**src/rtl/tmc_uart_pkg.sv**
```systemverilog
// Shared constants and types for the TMC single-wire UART master.
// Holds the frame constants (sync nibble, reply address, CRC polynomial),
// frame lengths, the controller state encoding and a one-bit CRC step helper.
package tmc_uart_pkg;

  localparam logic [7:0] SyncByte  = 8'h05;
  localparam logic [7:0] ReplyAddr = 8'hFF;
  localparam logic [7:0] CrcPoly   = 8'h07;

  // Frame geometry, counted in bytes (TX/RX) and bit times (gap).
  localparam int unsigned WrBytes    = 8;
  localparam int unsigned RdBytes    = 4;
  localparam int unsigned ReplyBytes = 8;
  localparam int unsigned GapBits    = 4;

  typedef enum logic [2:0] {
    StIdle,
    StTx,
    StRxWait,
    StRx,
    StGap
  } state_e;

  // One bit of CRC-8, data fed LSB first.
  function automatic logic [7:0] crc8_step(input logic [7:0] crc, input logic b);
    return (crc[7] ^ b) ? ((crc << 1) ^ CrcPoly) : (crc << 1);
  endfunction

endpackage

```
**src/rtl/tmc_crc8.sv**
```systemverilog
// Bit-serial CRC-8 (poly 0x07, init 0x00) shared by the TX and RX paths.
// Ports:
//   clk, rst : clock and synchronous active-high reset
//   clr      : return the CRC to its initial value (wins over en)
//   en       : fold bit_in into the CRC this cycle
//   bit_in   : data bit, LSB of each byte first
//   crc      : current CRC value
module tmc_crc8
  import tmc_uart_pkg::*;
(
  input  logic       clk,
  input  logic       rst,
  input  logic       clr,
  input  logic       en,
  input  logic       bit_in,
  output logic [7:0] crc
);

  logic [7:0] crc_q;

  always_ff @(posedge clk) begin
    if (rst || clr) begin
      crc_q <= '0;
    end else if (en) begin
      crc_q <= crc8_step(crc_q, bit_in);
    end
  end

  assign crc = crc_q;

endmodule

```
**src/rtl/tmc_uart.sv**
```systemverilog
// Single-wire UART master for TMC stepper drivers: sends a write frame or a
// read request, then for reads receives and CRC-checks the 8-byte reply.
// Ports:
//   clk, rst            : clock, synchronous active-high reset
//   start               : request strobe, accepted only while busy=0
//   is_write            : 1 = write frame, 0 = read request
//   slave, regaddr      : node address and register
//   wdata               : write value
//   busy                : transaction in progress (through the done cycle)
//   done                : one-cycle completion pulse
//   rdata               : last read value with a good CRC
//   crc_err, frame_err  : reply CRC mismatch / reply stop bit sampled low
//   timeout             : no reply start bit seen
//   uart_in             : line level (asynchronous)
//   uart_out, uart_en   : drive value and output enable for the shared pin
module tmc_uart
  import tmc_uart_pkg::*;
#(
  parameter int unsigned HZ           = 48000000,
  parameter int unsigned BAUD         = 250000,
  parameter int unsigned TIMEOUT_BITS = 64
) (
  input  logic        clk,
  input  logic        rst,
  input  logic        start,
  input  logic        is_write,
  input  logic [7:0]  slave,
  input  logic [6:0]  regaddr,
  input  logic [31:0] wdata,
  output logic        busy,
  output logic        done,
  output logic [31:0] rdata,
  output logic        crc_err,
  output logic        frame_err,
  output logic        timeout,
  input  logic        uart_in,
  output logic        uart_out,
  output logic        uart_en
);

  localparam int unsigned Div        = HZ / BAUD;
  localparam int unsigned TimeoutCyc = TIMEOUT_BITS * Div;
  localparam int unsigned GapCyc     = GapBits * Div;
  localparam int unsigned CntMax     = (TimeoutCyc > GapCyc) ? TimeoutCyc : GapCyc;
  localparam int unsigned CntW       = $clog2(CntMax);

  localparam logic [CntW-1:0] BitEnd     = CntW'(Div - 1);
  localparam logic [CntW-1:0] BitMid     = CntW'(Div / 2);
  localparam logic [CntW-1:0] TimeoutEnd = CntW'(TimeoutCyc - 1);
  localparam logic [CntW-1:0] GapEnd     = CntW'(GapCyc - 1);
  localparam logic [2:0]      RxLast     = 3'(ReplyBytes - 1);

  state_e state_q, state_d;
  logic [CntW-1:0] cnt_q, cnt_d;
  logic [3:0] bit_q, bit_d;    // 0 = start, 1..8 = data, 9 = stop
  logic [2:0] byte_q, byte_d;
  logic wr_q, wr_d;
  logic [7:0] slave_q, slave_d;
  logic [6:0] reg_q, reg_d;
  logic [31:0] wdata_q, wdata_d;
  logic [7:0] rx_shift_q, rx_shift_d;
  logic [31:0] rx_data_q, rx_data_d;
  logic [31:0] rdata_q, rdata_d;
  logic crc_err_q, crc_err_d;
  logic frame_err_q, frame_err_d;
  logic timeout_q, timeout_d;
  logic [2:0] sync_q;          // [0],[1] synchronizer, [2] previous for edge detect

  logic crc_clr, crc_en, crc_bit;
  logic [7:0] crc;
  logic [7:0] tx_byte;
  logic tx_bit;
  logic [2:0] tx_last;
  logic [2:0] data_idx;
  logic is_data_bit;
  logic rx_line, rx_fall;

  tmc_crc8 u_crc (
    .clk    (clk),
    .rst    (rst),
    .clr    (crc_clr),
    .en     (crc_en),
    .bit_in (crc_bit),
    .crc    (crc)
  );

  assign rx_line     = sync_q[1];
  assign rx_fall     = sync_q[2] & ~sync_q[1];
  assign tx_last     = wr_q ? 3'(WrBytes - 1) : 3'(RdBytes - 1);
  assign data_idx    = 3'(bit_q - 4'd1);
  assign is_data_bit = (bit_q != 4'd0) && (bit_q != 4'd9);

  // The last request byte is always the running CRC.
  always_comb begin
    case (byte_q)
      3'd0:    tx_byte = SyncByte;
      3'd1:    tx_byte = slave_q;
      3'd2:    tx_byte = {wr_q, reg_q};
      3'd3:    tx_byte = wdata_q[31:24];
      3'd4:    tx_byte = wdata_q[23:16];
      3'd5:    tx_byte = wdata_q[15:8];
      3'd6:    tx_byte = wdata_q[7:0];
      default: tx_byte = crc;
    endcase
    if (byte_q == tx_last) begin
      tx_byte = crc;
    end
  end

  always_comb begin
    if (bit_q == 4'd0) begin
      tx_bit = 1'b0;
    end else if (bit_q == 4'd9) begin
      tx_bit = 1'b1;
    end else begin
      tx_bit = tx_byte[data_idx];
    end
  end

  always_comb begin
    state_d     = state_q;
    cnt_d       = cnt_q;
    bit_d       = bit_q;
    byte_d      = byte_q;
    wr_d        = wr_q;
    slave_d     = slave_q;
    reg_d       = reg_q;
    wdata_d     = wdata_q;
    rx_shift_d  = rx_shift_q;
    rx_data_d   = rx_data_q;
    rdata_d     = rdata_q;
    crc_err_d   = crc_err_q;
    frame_err_d = frame_err_q;
    timeout_d   = timeout_q;
    crc_clr     = 1'b0;
    crc_en      = 1'b0;
    crc_bit     = 1'b0;

    case (state_q)
      StIdle: begin
        if (start) begin
          state_d     = StTx;
          cnt_d       = '0;
          bit_d       = '0;
          byte_d      = '0;
          wr_d        = is_write;
          slave_d     = slave;
          reg_d       = regaddr;
          wdata_d     = wdata;
          crc_err_d   = 1'b0;
          frame_err_d = 1'b0;
          timeout_d   = 1'b0;
          crc_clr     = 1'b1;
        end
      end

      StTx: begin
        // Fold each payload bit into the CRC as its bit time begins, so the
        // CRC is complete before the final byte is selected for sending.
        crc_bit = tx_byte[data_idx];
        crc_en  = (cnt_q == '0) && is_data_bit && (byte_q != tx_last);
        if (cnt_q == BitEnd) begin
          cnt_d = '0;
          if (bit_q == 4'd9) begin
            bit_d = '0;
            if (byte_q == tx_last) begin
              byte_d = '0;
              if (wr_q) begin
                state_d = StGap;
              end else begin
                state_d = StRxWait;
                crc_clr = 1'b1;
              end
            end else begin
              byte_d = byte_q + 3'd1;
            end
          end else begin
            bit_d = bit_q + 4'd1;
          end
        end else begin
          cnt_d = cnt_q + CntW'(1);
        end
      end

      StRxWait: begin
        if (rx_fall) begin
          // The detect cycle is cycle 0 of the start bit.
          state_d = StRx;
          cnt_d   = CntW'(1);
          bit_d   = '0;
          byte_d  = '0;
        end else if (cnt_q == TimeoutEnd) begin
          timeout_d = 1'b1;
          state_d   = StGap;
          cnt_d     = '0;
        end else begin
          cnt_d = cnt_q + CntW'(1);
        end
      end

      StRx: begin
        if (cnt_q == BitEnd) begin
          cnt_d = '0;
          if (bit_q == 4'd9) begin
            bit_d  = '0;
            byte_d = byte_q + 3'd1;
          end else begin
            bit_d = bit_q + 4'd1;
          end
        end else begin
          cnt_d = cnt_q + CntW'(1);
        end

        if (cnt_q == BitMid) begin
          if (is_data_bit) begin
            rx_shift_d = {rx_line, rx_shift_q[7:1]};
            crc_en     = (byte_q != RxLast);
            crc_bit    = rx_line;
          end else if (bit_q == 4'd9) begin
            if (!rx_line) begin
              frame_err_d = 1'b1;
            end
            if (byte_q >= 3'd3 && byte_q <= 3'd6) begin
              rx_data_d = {rx_data_q[23:0], rx_shift_q};
            end
            if (byte_q == RxLast) begin
              if (rx_shift_q == crc) begin
                rdata_d = rx_data_q;
              end else begin
                crc_err_d = 1'b1;
              end
              state_d = StGap;
              cnt_d   = '0;
            end
          end
        end
      end

      StGap: begin
        if (cnt_q == GapEnd) begin
          state_d = StIdle;
          cnt_d   = '0;
        end else begin
          cnt_d = cnt_q + CntW'(1);
        end
      end

      default: state_d = StIdle;
    endcase
  end

  always_ff @(posedge clk) begin
    if (rst) begin
      state_q     <= StIdle;
      cnt_q       <= '0;
      bit_q       <= '0;
      byte_q      <= '0;
      wr_q        <= 1'b0;
      slave_q     <= '0;
      reg_q       <= '0;
      wdata_q     <= '0;
      rx_shift_q  <= '0;
      rx_data_q   <= '0;
      rdata_q     <= '0;
      crc_err_q   <= 1'b0;
      frame_err_q <= 1'b0;
      timeout_q   <= 1'b0;
      sync_q      <= 3'b111;
    end else begin
      state_q     <= state_d;
      cnt_q       <= cnt_d;
      bit_q       <= bit_d;
      byte_q      <= byte_d;
      wr_q        <= wr_d;
      slave_q     <= slave_d;
      reg_q       <= reg_d;
      wdata_q     <= wdata_d;
      rx_shift_q  <= rx_shift_d;
      rx_data_q   <= rx_data_d;
      rdata_q     <= rdata_d;
      crc_err_q   <= crc_err_d;
      frame_err_q <= frame_err_d;
      timeout_q   <= timeout_d;
      sync_q      <= {sync_q[1:0], uart_in};
    end
  end

  assign busy      = (state_q != StIdle);
  assign done      = (state_q == StGap) && (cnt_q == GapEnd);
  assign rdata     = rdata_q;
  assign crc_err   = crc_err_q;
  assign frame_err = frame_err_q;
  assign timeout   = timeout_q;
  assign uart_en   = (state_q == StTx);
  assign uart_out  = uart_en ? tx_bit : 1'b1;

endmodule

```
**config.mk**
```make
export PLATFORM = sky130hd
export DESIGN_NAME = tmc_uart
export DESIGN_NICKNAME = d
export VERILOG_FILES = /design/src/rtl/tmc_uart_pkg.sv /design/src/rtl/tmc_crc8.sv /design/src/rtl/tmc_uart.sv
export SDC_FILE = /design/constraint.sdc
export NUM_CORES = 1
export LEC_CHECK = 0
export CAP_MARGIN = 0
export CORE_MARGIN = 1.5
export CORE_UTILIZATION = 55
export CTS_BUF_LIST = sky130_fd_sc_hd__clkbuf_4
export DETAILED_ROUTE_END_ITERATION = 10
export HOLD_SLACK_MARGIN = 0.08
export PLACE_DENSITY = 0.9
export SYNTH_ARGS = -nofsm -noshare
export SYNTH_HDL_FRONTEND = slang
export SYNTH_SLANG_ARGS = --single-unit
export TNS_END_PERCENT = 30
```
**constraint.sdc**
```tcl
create_clock -name clk -period 8.7 [get_ports clk]
set_input_delay 1.305 -clock clk [delete_from_list [all_inputs] [get_ports clk]]
set_output_delay 1.305 -clock clk [all_outputs]
set_load 0.1 [all_outputs]
```
==> impl_metrics.py, run 1 <==
metrics = {
    "status": {
        "status": "completed",
    },
    "global_route": {
        "overflow": 0,
        "grt_max_degree": 74,
        "grt_pass1_vias": 5360,
        "grt_pass1_wl_um": 25900,
        "antenna_found_initial": 0,
        "track_usage": 0.244,
    },
    "floorplan": {
        "die_area_um2": 13600,
        "die_h_um": 117,
        "die_x_um": 117,
        "ios": 91,
        "initial_core_util": 0.562,
        "std_cell_rows": 41,
        "core_um2": 12600,
    },
    "critical_path": {
        "cp_slowest_cell": "clkdlybuf4s50_1",
        "criticalPathCategory": "reg2out",
        "crit_chain": "inv_1, ha_1, or4_1, o21ai_0, nor3_1, o41ai_1, nor2_1, o211ai_1, o21ai_0, nand2_1, clkdlybuf4s50_1",
        "crit_top_cell": "o21ai_0",
        "cp.required_ns": 7.39,
        "crit_buf_inv": 2,
        "worst_path_largest_cell_delay_ns": 1.12,
        "worst_ep_arrival_time_ns": 5.28,
        "r2r_slack_ns": 4.78,
        "end_kind": "output port",
        "cp_top_family": "buffers and inverters",
        "cp_max_fo": 23,
        "critPathLaunchType": "flop",
    },
    "layout": {
        "fin_util": 0.655,
        "drive_above_1_share": 0.0694,
        "nets": 943,
        "final_area_um2": 8270,
        "n_antenna_cell": 0,
        "final_cells": 1065,
        "fillers": 1063,
        "area_delta_synth_final_pct": 16.5,
    },
    "power_and_ir_drop": {
        "p_per_area_nw_per_um2": 236,
        "peakVddDrop_mv": 0.443,
        "p_leak_nw": 2.86,
    },
    "synth": {
        "synth.area.top_cells": "dfxtp_1 (45%), mux2i_1 (11%), nand2_1 (7.4%)",
        "synth_area_per_cell_um2": 8.67,
        "synth_area_leader_cell": "dfxtp_1",
        "synth_edf_count": 0,
        "synth_top_area_share": 0.446,
        "synthTopCellsByCount": "dfxtp_1 (158), nand2_1 (140), nor2_1 (115), mux2i_1 (80), a21oi_1 (74)",
        "ys_warn_count": 0,
        "ys_seq_area_frac": 0.446,
        "synthCells": 818,
        "async_reset_ff_frac": 0,
        "syn_nets": 881,
        "synth.distinct_cells": 69,
        "synth_ff_type": "dfxtp_1",
        "syn_area_um2": 7090,
        "ys_ff_latch": 158,
        "yosysMostFrequentCell": "dfxtp_1",
    },
    "sta": {
        "tightest_slew_ns": 1.19,
        "finClkSkew_ns": 0.0168,
        "min_period_over_period": 0.757,
        "slew_violations": 0,
        "finalWorstSetupSlack_ns": 2.12,
        "finalSetupViolations": 0,
        "finalHoldViolations": 0,
        "max_freq_ghz": 0.152,
        "min_period_ns": 6.58,
        "relSlewSlack": 0.206,
        "rsz0062_at_grt": "false",
        "tns_ns": 0,
    },
    "detailed_routing": {
        "routed_wl_um": 16100,
        "routed_via_density": 5.51,
        "drc_errors": 0,
        "postRouteAntennaNets": 0,
        "wire_per_inst_um": 15.1,
        "vias": 5864,
        "drtIter0Drc": 491,
        "dr.pass1.iters": 5,
    },
    "place": {
        "hpwl_um": 11400,
        "dp_worst_setup_slack_ns": 2.81,
        "dp_cells": 1033,
        "io_buffers": 90,
        "gp_congestion": 0.883,
        "place_area_um2": 7980,
    },
    "clocking": {
        "cts.clk_slew.worst_paths_ns": 0.13,
        "cts-hold-fix-buffers": 0,
        "cts_setup_buffers": 0,
        "clkSinkCount": 158,
        "cts_buffer_depth": 2,
        "cts_resized": 0,
        "insertion_delay_ns": 0.59,
        "cts_buffers": 17,
        "cts_root_buffer": "clkbuf_4",
        "cts_tree": "yes",
        "htreeDepth": 4,
    },
    "min_path": {
        "worstHoldPathType": "reg2reg",
    },
    "flow_run": {
        "maxCapViolCount": 0,
    },
}
cells by family (layout without fill, tap and decap cells):
| family | after synthesis | in the layout | share of synthesized area |
|---|---|---|---|
| flops | 158 | 158 | 0.446 |
| buf+inv | 68 | 143 | 0.0460 |
| compound gates | 139 | 139 | 0.129 |
| simple gates | 332 | 332 | 0.209 |
| mux | 82 | 82 | 0.116 |
| xor+xnor | 28 | 28 | 0.0346 |
| fa+ha+maj | 11 | 11 | 0.0194 |
cell usage in the layout, fill, tap and decap left out, types with 4 or more instances in the layout:
cell and count:
nor3_1 10, ha_1 11, o211ai_1 5, or2_2 4, nor4_1 4, dfxtp_1 158
nand3_1 14, a222oi_1 5, inv_6 5, inv_1 17, xnor2_1 10, o21ai_0 8
nand2b_1 5, nand2_1 140, nor2b_1 5, a21oi_1 74, clkbuf_4 17, nand4_1 7
clkdlybuf4s50_1 89, buf_4 5, a211oi_1 5, mux2i_1 80, xor2_1 18, nor2_1 114
flip-flops by register name (all words and copies together) (netlist names):
name / flops
byte_q: 3
frame_err: 1
sync_q: 3
reg_q: 7
crc_err: 1
wr_q: 1
state_q: 3
rdata: 32
rx_data_q: 32
rx_shift_q: 8
cnt_q: 14
bit_q: 4
u_crc.crc: 8
slave_q: 8
timeout: 1
wdata_q: 32
per-stage QoR:
step / hold slack (ns) / total power, mW
after floorplan: 0.389 / 1.37
after CTS: 0.436 / 1.95
after global routing: 0.466 / 2.06
after global placement: 0.395 / 1.50
final: 0.433 / 1.95
after detailed placement: 0.395 / 1.51
report_power, final:
group / switching [mW] / internal, mW
Clock: 0.270 / 0.175
Sequential: 0.0683 / 0.783
Combinational: 0.432 / 0.225
metal layers:
layer / track usage / share of wire / vias to the layer above
met5: 0 / 0 / -
met4: 0.0787 / 0.013 / 0
met3: 0.0550 / 0.046 / 26
met2: 0.404 / 0.48 / 162
met1: 0.318 / 0.46 / 2745
li1: - / - / 2931
path summary, 6_finish.rpt:
kind,start,to,depth (start not counted)
max,byte_q[2],uart_out,11
min,sync_q[0],sync_q[1],1
max reg2reg,byte_q[2],u_crc.crc[0],10
min reg2reg,sync_q[0],sync_q[1],1
worst register-to-register path, delay by kind of cell, from the launching register on:
family / cells / cell delay [ns]
flops: 1 / 0.92
buf+inv: 1 / 0.30
compound gates: 3 / 0.96
simple gates: 5 / 1.27
fa+ha+maj: 1 / 0.41
layout make-up:
type / instances / area, um2 / share of cell area
clock buffer: 17 / 128 / 0.0154
multi-input combinational: 592 / 3610 / 0.437
timing repair buffer: 94 / 928 / 0.112
inverter: 17 / 63.8 / 0.00772
tap: 172 / 215 / 0.0260
sequential: 158 / 3160 / 0.383
clock inverter: 15 / 158 / 0.0191
(Power assumes the default switching activity.)
==> run 2, diff against run 1 <==
==> constraint.sdc (replaced) <==
create_clock -name clk -period 6.1 [get_ports clk]
set_input_delay 0.915 -clock clk [delete_from_list [all_inputs] [get_ports clk]]
set_output_delay 0.915 -clock clk [all_outputs]
set_load 0.1 [all_outputs]
==> run 2 against run 1 <==
Net effect:
- hold slack worse by 0.0018 ns
- clock power is 41% higher
- clock skew rose by 0.0040 ns
- wire length rose by 0.61%
- register-to-register slack lost 2.1 ns
- sequential share of layout area hardly changed
- total power rose by 41%
==> impl_metrics.py, run 2 (same netlist as run 1, synthesis figures left out) <==
metrics = {
    "status": {
        "status": "completed",
    },
    "detailed_routing": {
        "dr.pass1.iters": 5,
        "drc_errors": 0,
        "postRouteAntennaNets": 0,
        "wire_per_inst_um": 15.2,
        "routed_via_density": 5.53,
        "vias": 5899,
        "routed_wl_um": 16200,
        "drtIter0Drc": 457,
    },
    "layout": {
        "final_cells": 1066,
        "fin_util": 0.655,
        "nets": 944,
        "area_delta_synth_final_pct": 16.6,
        "final_cell_mix": "dfxtp_1 (158), nand2_1 (140), nor2_1 (114)",
        "final_common_cell": "dfxtp_1",
        "drive_above_1_share": 0.0749,
        "n_antenna_cell": 0,
    },
    "place": {
        "gp_congestion": 0.888,
        "io_buffers": 90,
        "dp_cells": 1034,
        "dp_worst_setup_slack_ns": 2.03,
        "hpwl_um": 11500,
    },
    "critical_path": {
        "criticalPathCategory": "reg2out",
        "cp.required_ns": 5.18,
        "cp_max_fo": 16,
        "end_kind": "output port",
        "critPathLaunchType": "flop",
        "r2r_slack_ns": 2.71,
        "worst_ep_arrival_time_ns": 3.79,
    },
    "floorplan": {
        "core_um2": 12600,
        "initial_core_util": 0.562,
        "std_cell_rows": 41,
        "die_x_um": 117,
        "ios": 91,
        "die_area_um2": 13600,
        "die_h_um": 117,
    },
    "clocking": {
        "cts_buffer_depth": 2,
        "cts.clk_slew.worst_paths_ns": 0.14,
        "cts_resized": 0,
        "cts_root_buffer": "clkbuf_4",
        "cts-hold-fix-buffers": 0,
        "cts_tree": "yes",
        "insertion_delay_ns": 0.59,
        "htreeDepth": 4,
        "cts_setup_buffers": 0,
        "clkSinkCount": 158,
        "cts_buffers": 17,
    },
    "sta": {
        "tns_ns": 0,
        "relSlewSlack": 0.199,
        "finalHoldViolations": 0,
        "finalSetupViolations": 0,
        "min_period_over_period": 0.772,
        "finalWorstSetupSlack_ns": 1.39,
        "max_freq_ghz": 0.212,
        "finClkSkew_ns": 0.0208,
        "slew_violations": 0,
        "rsz0062_at_grt": "false",
        "tightest_slew_ns": 1.20,
        "min_period_ns": 4.71,
    },
    "power_and_ir_drop": {
        "switching_share": 0.402,
        "power_switching_mw": 1.11,
        "p_leak_nw": 2.85,
        "internal-power_mw": 1.65,
        "combinationalPowerShare": 0.336,
        "clock_power_share": 0.226,
        "peakVddDrop_mv": 0.534,
        "p_seq_frac": 0.438,
        "p_per_area_nw_per_um2": 334,
    },
    "global_route": {
        "track_usage": 0.246,
        "grt_pass1_vias": 5351,
        "overflow": 0,
        "grt_pass1_wl_um": 25900,
        "grt_max_degree": 82,
        "antenna_found_initial": 0,
    },
    "min_path": {
        "worstHoldPathType": "reg2reg",
    },
    "flow_run": {
        "maxCapViolCount": 0,
    },
}
==> run 2: cell count changes in the layout (fill, tap and decap cells not counted) <==
cell             previous run  this run
clkinv_1                    3         0
clkinvlp_4                  0         3
buf_4                       5         7
inv_6                       5         3
bufinv_16                   2         1
clkdlybuf4s50_1            89        88
clkinv_4                    3         4
clkinv_8                    0         1
inv_8                       1         2
==> run 2: path summary, 6_finish.rpt <==
check | from | end | cells past startpoint
setup / recovery | byte_q[1] | uart_out | 11
hold / removal | sync_q[0] | sync_q[1] | 1
setup reg to reg | cnt_q[8] | rdata[15] | 7
hold reg to reg | sync_q[0] | sync_q[1] | 1
==> run 2: routing by layer <==
layer / part of all wire / global-route usage
met1: 0.44 / 0.314
met2: 0.49 / 0.409
met5: 0 / 0
met3: 0.051 / 0.0618
met4: 0.014 / 0.0787
==> run 2: power by group through the flow <==
stage / combinational (mW) / clock [mW] / sequential (mW)
finish: 0.929 / 0.625 / 1.21
global route: 1.02 / 0.682 / 1.22
CTS: 0.925 / 0.633 / 1.21
detailed placement: 0.921 / 0 / 1.23
global placement: 0.907 / 0 / 1.23
floorplan: 0.755 / 0 / 1.20
==> run 2: cell type report <==
type,instances,area [um2]
Timing Repair Buffer,95,933
Clock inverter,15,158
Inverter,17,63.8
Clock buffer,17,128
Fill cell,1076,4350
Sequential cell,158,3160
Multi-Input combinational cell,592,3610
Tap cell,172,215
==> run 2: critical path: stages, from the launching register on <==
cell	delay, ns
dfxtp_1	0.50
inv_1	0.10
ha_1	0.38
or4_1	0.63
o21ai_0	0.27
nor3_1	0.14
o41ai_1	0.38
nor2_1	0.11
o211ai_1	0.17
o21ai_0	0.15
nand2_1	0.10
buf_4	0.28
==> run 2: metrics by stage <==
stage	hold slack [ns]	power [mW]	area, um2
floorplan	0.389	1.95	7090
global placement	0.393	2.13	7990
detailed placement	0.397	2.15	7990
CTS	0.426	2.76	8270
global route	0.434	2.92	8270
finish	0.431	2.76	8270
==> run 3, diff against run 2 <==
--- a/config.mk
+++ b/config.mk
@@ -7,7 +7,7 @@
 export LEC_CHECK = 0
 export CAP_MARGIN = 0
 export CORE_MARGIN = 1.5
-export CORE_UTILIZATION = 55
+export CORE_UTILIZATION = 52
 export CTS_BUF_LIST = sky130_fd_sc_hd__clkbuf_4
 export DETAILED_ROUTE_END_ITERATION = 10
 export HOLD_SLACK_MARGIN = 0.08
==> constraint.sdc (replaced) <==
create_clock -name clk -period 4.2 [get_ports clk]
set_input_delay 0.63 -clock clk [delete_from_list [all_inputs] [get_ports clk]]
set_output_delay 0.63 -clock clk [all_outputs]
set_load 0.1 [all_outputs]
==> run 3 against run 2 <==
Net effect:
- global-route usage down 1.7 points
- worst setup slack worse by 1.2 ns
- utilization down 2.5 points
- largest cell class unchanged
- via count up 1.0%
- wire length down 2.0%
- highest routed layer unchanged
==> impl_metrics.py, run 3 (same netlist as run 1, synthesis figures left out) <==
metrics = {
    "global_route": {
        "antenna_found_initial": 0,
        "overflow": 0,
        "grt_pass1_wl_um": 26500,
        "grt_pass1_vias": 5602,
        "grt_max_degree": 94,
        "track_usage": 0.229,
    },
    "sta": {
        "tightest_slew_ns": 1.01,
        "finalSetupViolations": 0,
        "tns_ns": 0,
        "rsz0062_at_grt": "false",
        "relSlewSlack": 0.325,
        "finClkSkew_ns": 0.0174,
        "min_period_over_period": 0.955,
        "finalWorstSetupSlack_ns": 0.189,
        "max_freq_ghz": 0.249,
        "min_period_ns": 4.01,
        "slew_violations": 0,
        "finalHoldViolations": 0,
    },
    "floorplan": {
        "die_x_um": 120,
        "initial_core_util": 0.534,
        "die_area_um2": 14300,
        "core_um2": 13300,
        "std_cell_rows": 42,
        "ios": 91,
        "die_h_um": 120,
    },
    "detailed_routing": {
        "dr.pass1.iters": 5,
        "routed_wl_um": 15900,
        "postRouteAntennaNets": 0,
        "wire_per_inst_um": 14.8,
        "drc_errors": 0,
        "vias": 5958,
        "drtIter0Drc": 554,
        "routed_via_density": 5.54,
    },
    "place": {
        "io_buffers": 90,
        "dp_cells": 1043,
        "place_area_um2": 8040,
        "hpwl_um": 11300,
        "gp_congestion": 0.926,
        "dp_worst_setup_slack_ns": 0.354,
    },
    "power_and_ir_drop": {
        "p_per_area_nw_per_um2": 497,
        "combinationalPowerShare": 0.333,
        "internal-power_mw": 2.59,
        "clock_power_share": 0.244,
        "peakVddDrop_mv": 0.612,
        "p_leak_nw": 2.92,
        "p_seq_frac": 0.423,
        "power_switching_mw": 1.58,
        "switching_share": 0.379,
    },
    "critical_path": {
        "cp_slowest_cell": "or4_1",
        "crit_top_cell": "ha_1",
        "critPathLaunchType": "flop",
        "worst_path_largest_cell_delay_ns": 0.54,
        "end_kind": "output port",
        "cp_max_fo": 6,
        "worst_ep_arrival_time_ns": 3.38,
        "crit_chain": "ha_1, ha_1, or4_1, a21boi_1, o221ai_1, o211ai_1, a31oi_1, o22ai_1, o21ai_1, nand2_1, buf_12",
        "cp.required_ns": 3.57,
        "criticalPathCategory": "reg2out",
    },
    "layout": {
        "final_cell_mix": "dfxtp_1 (156), nand2_1 (140), nor2_1 (114)",
        "final_common_cell": "dfxtp_1",
        "final_area_um2": 8380,
        "fin_util": 0.631,
        "drive_above_1_share": 0.0880,
        "area_delta_synth_final_pct": 18.2,
        "final_cells": 1075,
        "nets": 949,
    },
    "clocking": {
        "insertion_delay_ns": 0.58,
        "cts.clk_slew.worst_paths_ns": 0.13,
        "cts_setup_buffers": 0,
        "clkSinkCount": 158,
        "htreeDepth": 4,
        "cts-hold-fix-buffers": 0,
        "cts_buffers": 17,
        "cts_resized": 6,
        "cts_tree": "yes",
        "cts_root_buffer": "clkbuf_4",
        "cts_buffer_depth": 2,
    },
    "status": {
        "status": "completed",
    },
    "min_path": {
        "worstHoldPathType": "reg2reg",
    },
    "flow_run": {
        "maxCapViolCount": 0,
    },
}
-- run 3: path summary, 6_finish.rpt --
check             startpoint             to  slack, ns  depth (start not counted)
setup / recovery   byte_q[1]       uart_out       0.19                         11
hold reg to reg    sync_q[0]      sync_q[1]       0.43                          1
setup reg to reg    cnt_q[8]  rx_data_q[17]       0.98                          8
hold / removal     sync_q[0]      sync_q[1]       0.43                          1
-- run 3: layer usage --
metal	vias to the layer above	GRT usage	wire, um
li1	2948	-	-
met1	2753	0.292	7000
met2	216	0.374	7600
met3	41	0.0490	864
met4	0	0.100	418
met5	-	0	0
-- run 3: critical path, delay by kind of cell, from the launching register on --
family	cells	cell delay (ns)
flip-flops	1	0.39
buffers and inverters	1	0.19
AO/OA/AOI/OAI	6	1.08
adder cells (fa/ha/maj)	2	0.47
AND/OR/NAND/NOR	2	0.67
-- run 3: through the flow --
| step | hold slack (ns) | total power [mW] |
|---|---|---|
| finish | 0.430 | 4.17 |
| global route | 0.446 | 4.40 |
| CTS | 0.439 | 4.17 |
| detailed placement | 0.412 | 3.15 |
| global placement | 0.395 | 3.12 |
| floorplan | 0.389 | 2.84 |
-- run 3: final cells by class --
type,count,area [um2]
fill,1080,4910
multi-input combinational,592,3630
sequential,158,3170
timing repair buffer,100,978
tap,176,220
clock inverter,13,190
clock buffer,18,135
inverter,17,63.8
antenna,1,2.50
-- run 3: power by group through the flow --
stage / logic (mW) / registers [mW] / clock network [mW]
CTS: 1.38 / 1.76 / 1.04
floorplan: 1.10 / 1.74 / 0
global placement: 1.34 / 1.78 / 0
finish: 1.39 / 1.76 / 1.02
global route: 1.52 / 1.78 / 1.10
detailed placement: 1.36 / 1.79 / 0
